### src/rtl/hs_pkg.sv
// rtl/hs_pkg.sv - shared defaults and stage-occupancy encoding for hs_pipe
package hs_pkg;

    localparam int HS_WIDTH_DEF = 8;
    localparam int HS_DEPTH_DEF = 2;
    localparam int HS_CNT_W_DEF = 3;

    localparam logic [1:0] OCC_EMPTY = 2'd0;
    localparam logic [1:0] OCC_ONE   = 2'd1;
    localparam logic [1:0] OCC_TWO   = 2'd2;

endpackage

### src/rtl/hs_skid_stage.sv
// rtl/hs_skid_stage.sv - one pipeline stage: main register plus skid register
module hs_skid_stage
    import hs_pkg::*;
#(
    parameter int WIDTH = HS_WIDTH_DEF
) (
    input  logic             clk_i,
    input  logic             rst_i,
    input  logic             in_valid_i,
    input  logic [WIDTH-1:0] in_data_i,
    output logic             in_ready_o,
    output logic             out_valid_o,
    output logic [WIDTH-1:0] out_data_o,
    input  logic             out_ready_i
);

    logic [1:0]       occ_q, occ_d;
    logic [WIDTH-1:0] main_q, main_d;
    logic [WIDTH-1:0] skid_q, skid_d;
    logic             push, pop;

    // Ready depends only on our own skid slot, so out_ready never reaches in_ready.
    assign in_ready_o  = (occ_q != OCC_TWO);
    assign out_valid_o = (occ_q != OCC_EMPTY);
    assign out_data_o  = main_q;

    assign push = in_valid_i && in_ready_o;
    assign pop  = out_valid_o && out_ready_i;

    always_comb begin
        occ_d  = occ_q;
        main_d = main_q;
        skid_d = skid_q;
        case (occ_q)
            OCC_EMPTY: begin
                if (push) begin
                    main_d = in_data_i;
                    occ_d  = OCC_ONE;
                end
            end
            OCC_ONE: begin
                if (push && pop) begin
                    main_d = in_data_i;
                end else if (push) begin
                    skid_d = in_data_i;
                    occ_d  = OCC_TWO;
                end else if (pop) begin
                    occ_d  = OCC_EMPTY;
                end
            end
            OCC_TWO: begin
                // Skid is older than anything upstream, so it refills main first.
                if (pop) begin
                    main_d = skid_q;
                    occ_d  = OCC_ONE;
                end
            end
            default: occ_d = OCC_EMPTY;
        endcase
    end

    always_ff @(posedge clk_i) begin
        if (rst_i) begin
            occ_q <= OCC_EMPTY;
        end else begin
            occ_q <= occ_d;
        end
        main_q <= main_d;
        skid_q <= skid_d;
    end

endmodule

### src/rtl/hs_pipe.sv
// rtl/hs_pipe.sv - DEPTH-stage valid/ready pipeline; HS_PIPE_STALL_CNT_EN adds stall_cnt
module hs_pipe
    import hs_pkg::*;
#(
    parameter int WIDTH = HS_WIDTH_DEF,
    parameter int DEPTH = HS_DEPTH_DEF,
    parameter int CNT_W = HS_CNT_W_DEF
) (
    input  logic             sys_clk,
    input  logic             rst,
    input  logic             in_valid,
    input  logic [WIDTH-1:0] in_data,
    output logic             in_ready,
    output logic             out_valid,
    output logic [WIDTH-1:0] out_data,
    input  logic             out_ready,
    output logic [CNT_W-1:0] result
`ifdef HS_PIPE_STALL_CNT_EN
    ,
    output logic [CNT_W-1:0] stall_cnt
`endif
);

    logic [DEPTH:0]            vld;
    logic [DEPTH:0]            rdy;
    logic [DEPTH:0][WIDTH-1:0] dat;
    logic                      out_xfer;
    logic [CNT_W-1:0]          result_q, result_d;

    assign vld[0]     = in_valid;
    assign dat[0]     = in_data;
    assign rdy[DEPTH] = out_ready;

    for (genvar g = 0; g < DEPTH; g++) begin : g_stage
        hs_skid_stage #(
            .WIDTH (WIDTH)
        ) u_stage (
            .clk_i       (sys_clk),
            .rst_i       (rst),
            .in_valid_i  (vld[g]),
            .in_data_i   (dat[g]),
            .in_ready_o  (rdy[g]),
            .out_valid_o (vld[g+1]),
            .out_data_o  (dat[g+1]),
            .out_ready_i (rdy[g+1])
        );
    end

    // Hold in_ready low while reset is applied, even though the stages read empty.
    assign in_ready  = rdy[0] && !rst;
    assign out_valid = vld[DEPTH];
    assign out_data  = dat[DEPTH];
    assign out_xfer  = out_valid && out_ready;

    assign result_d = result_q + {{(CNT_W-1){1'b0}}, out_xfer};
    assign result   = result_q;

    always_ff @(posedge sys_clk) begin
        if (rst) begin
            result_q <= '0;
        end else begin
            result_q <= result_d;
        end
    end

`ifdef HS_PIPE_STALL_CNT_EN
    logic [CNT_W-1:0] stall_q, stall_d;

    assign stall_d   = stall_q + {{(CNT_W-1){1'b0}}, (out_valid && !out_ready)};
    assign stall_cnt = stall_q;

    always_ff @(posedge sys_clk) begin
        if (rst) begin
            stall_q <= '0;
        end else begin
            stall_q <= stall_d;
        end
    end
`endif

endmodule

### config.mk
export PLATFORM = sky130hd
export DESIGN_NAME = hs_pipe
export DESIGN_NICKNAME = d
export VERILOG_FILES = /design/src/rtl/hs_pkg.sv /design/src/rtl/hs_skid_stage.sv /design/src/rtl/hs_pipe.sv
export SDC_FILE = /design/constraint.sdc
export NUM_CORES = 1
export LEC_CHECK = 0
export ABC_AREA = 1
export CAP_MARGIN = 20
export CORE_MARGIN = 3
export CORE_UTILIZATION = 47
export CTS_CLUSTER_DIAMETER = 60
export DETAILED_ROUTE_END_ITERATION = 6
export PLACE_DENSITY = 0.79
export SLEW_MARGIN = 0
export SYNTH_ARGS = -nofsm -noshare
export SYNTH_HDL_FRONTEND = slang
export SYNTH_HIERARCHICAL = 1
export SYNTH_SLANG_ARGS = --single-unit
### constraint.sdc
create_clock -name sys_clk -period 5.1 [get_ports sys_clk]
set_input_delay 1.02 -clock sys_clk [delete_from_list [all_inputs] [get_ports sys_clk]]
set_output_delay 1.02 -clock sys_clk [all_outputs]
set_load 0.02 [all_outputs]
==> summary.md <==
| Metric | Value |
|---|---|
| Leak | `0.830 nW` |
| Worst-Skew Late Latency | `0.34 ns` |
| Max clock buf depth | `2` |
| Status | `finished, final reports clean` |
| Synth top area share | `0.592` |
| Combinational share of power | `0.111` |
| Fin crit share | `0.662` |
| Vias/cell | `4.85` |
| Endpoint type of the worst setup path | `output pin` |
| Power Internal | `0.552 mW` |
| Syn Inst Count | `150` |
| Die Area | `0.00419 sq mm` |
| Rel. slew slack | `0.558` |
| Residual DRC | `0` |
| Sequential area share after synthesis | `0.678` |
| Period minus WS final | `3.38 ns` |
| CP cell instances | `clkdlybuf4s50_1, nor2_1, clkdlybuf4s50_1` |
| Inserted Diodes | `0` |
| Final GP Congestion | `0.763` |
| Syn Area/Cell | `10.8 sq um` |
| CTS root buf | `clkbuf_4` |
| Overall power | `0.698 mW` |
| CTS Buf Count | `5` |
| FILL cells | `260` |
| CP Class | `primary input to output pin` |
| Psw | `0.146 mW` |
| Post-Syn Area | `0.00162 sq mm` |
| CTS hold repair buffers | `0` |
| Seq cells post-synth | `39` |
| Worst-Margin Slew | `0.663 ns` |
| Crit path largest cell delay | `0.61 ns` |
| CP required | `4.08 ns` |
| Commonest cells after routing, fill and taps aside | `nand2_1, edfxtp_1, clkdlybuf4s50_1` |
| Initial Utilization | `0.511` |
| Share of cells above drive strength 1 | `0.112` |
| Final hold vios | `0` |
| Ys Warns | `6` |
| Total GRT Usage | `0.131` |
| Clk slew on worst S/H paths | `0.10 ns` |
| Crit Path Max Fanout | `8` |
| Post-route insts no fill | `222` |
| Drt first pass iters | `6` |
| Largest cells by area after synthesis | `edfxtp_1, nand2_1, dfxtp_1` |
| Post-DP HPWL | `1.83 mm` |
| Clk_skew | `0.00307 ns` |
| Unrepaired setup endpoints after global routing | `no` |
| Vias | `1076` |
| Hold crit path type | `register to register` |
| Initial antenna violation count | `0` |
| Placed Cells | `214` |
| Final nets | `191` |
| Commonest non-fill, non-tap cell in the layout | `nand2_1` |
| Routed Antenna Nets | `0` |
| CP dominant cell by count | `clkdlybuf4s50_1` |
| Yosys cell types | `15` |
| CTS tree | `yes` |
| Post-CTS Setup Bufs | `0` |
| Worst EP arrival | `2.36 ns` |
| Share of power burned in registers | `0.536` |
| Clock share of power | `0.353` |
| IO buf count | `24` |
| Avg WL per Cell | `11.0 microns` |
| Worst Setup Start Kind | `primary input` |
| Synth area leader | `edfxtp_1` |
| Max H-tree Level | `2` |
| Post-Syn Nets | `164` |
| Routed wire length | `2.43 mm` |
| P&R area growth vs syn | `22.1%` |
| First-pass GRT wire length | `4.04 mm` |
| Worst Slack Setup Final | `1.72 ns` |
| Die Y | `64.8 microns` |
| Post-CTS Resized | `0` |
| GRT overflow | `0` |
| Endpoints failing setup | `0` |
| Max Freq | `0.296 GHz` |
| Switching Share | `0.209` |
| IO Pins | `25` |
| Core area | `0.00318 sq mm` |
| Slowest CP cell | `clkdlybuf4s50_1` |
| CTS Sinks | `39` |
| Initial DRC count | `37` |
| Setup WS pre-CTS | `1.73 ns` |
| Vias in the first global route | `981` |
| Number of max-cap violations | `0` |
| VDD IR max | `0.000197 V` |
| TNS Setup | `0 ns` |
| Pwr/cell area | `352 mW/mm^2` |
| Max Slew Vio Count | `0` |
| Largest net degree at the start of global routing | `14` |
| Hold_ws | `0.455 ns` |
| FP Rows | `20` |
| Die X | `64.8 microns` |
## registers in the layout, indices dropped and copies added, names as in the netlist
register,cells
g_stage.u_stage/out_data_o,16
g_stage.u_stage/occ_q,4
result,3
g_stage.u_stage/skid_q,16
## per-layer routing
metal,wire length [microns],track usage,vias up,share of wire
met2,1240,0.227,28,0.51
met3,124,0.0364,10,0.051
met4,90,0.103,0,0.037
met5,0,0,-,0
li1,-,-,554,-
met1,977,0.129,484,0.40
## cell usage after synthesis
master,number
nand2_1,41
buf_4,2
nand3_1,20
ha_1,2
edfxtp_1,32
inv_1,15
a21oi_1,4
buf_6,2
nand3_2,2
nand4_1,2
nand2_2,4
nor2_1,10
nor2_2,3
inv_2,4
dfxtp_1,7
## through the flow
| stage | cell area, sq um | utilization |
|---|---|---|
| final | 1980 | 0.624 |
| after detailed placement | 1880 | 0.592 |
| after CTS | 1980 | 0.624 |
| after global routing | 1980 | 0.624 |
| after floorplan | 1620 | - |
| after global placement | 1880 | 0.592 |
## cells by family after synthesis
group	after synthesis	share of synthesized area
adders and majority gates	2	0.0154
AOI/OAI and AO/OA	4	0.0123
buffers and inverters	23	0.0671
DFF	39	0.678
and+or+nand+nor	82	0.227
## cell type report
| cell class | instances | area (sq um) | share of cell area |
|---|---|---|---|
| Sequential cell | 39 | 1100 | 0.556 |
| Multi-Input combinational cell | 88 | 413 | 0.208 |
| Timing Repair Buffer | 24 | 240 | 0.121 |
| Inverter | 19 | 71.3 | 0.0360 |
| Clock inverter | 2 | 60.1 | 0.0303 |
| Tap cell | 44 | 55.1 | 0.0278 |
| Clock buffer | 6 | 41.3 | 0.0208 |
## power groups by stage
| stage | logic, mW | registers [mW] | clock network [mW] |
|---|---|---|---|
| CTS | 0.0780 | 0.375 | 0.255 |
| finish | 0.0773 | 0.374 | 0.247 |
| global placement | 0.0751 | 0.380 | 0 |
| floorplan | 0.0349 | 0.391 | 0 |
| detailed placement | 0.0773 | 0.382 | 0 |
| global route | 0.0845 | 0.377 | 0.267 |
## critical path: cells and delay by family
| family | cells | cell delay [ns] |
|---|---|---|
| buffers and inverters | 2 | 1.17 |
| and+or+nand+nor | 1 | 0.16 |
## path summary, 6_finish.rpt
path,startpoint,end,slack [ns],depth (start not counted)
worst min-delay path,g_stage[0].u_stage/out_data_o[7]$_DFFE_PP_,g_stage[1].u_stage/skid_q[7]$_DFFE_PP_,0.45,0
worst min register to register,g_stage[0].u_stage/out_data_o[7]$_DFFE_PP_,g_stage[1].u_stage/skid_q[7]$_DFFE_PP_,0.45,0
worst max-delay path,rst,in_ready,1.72,3
worst max register to register,g_stage[0].u_stage/occ_q[1]$_SDFFE_PP0P_,g_stage[1].u_stage/out_data_o[3]$_DFFE_PP_,3.10,6
No activity file was read; power rests on OpenSTA's default activity.
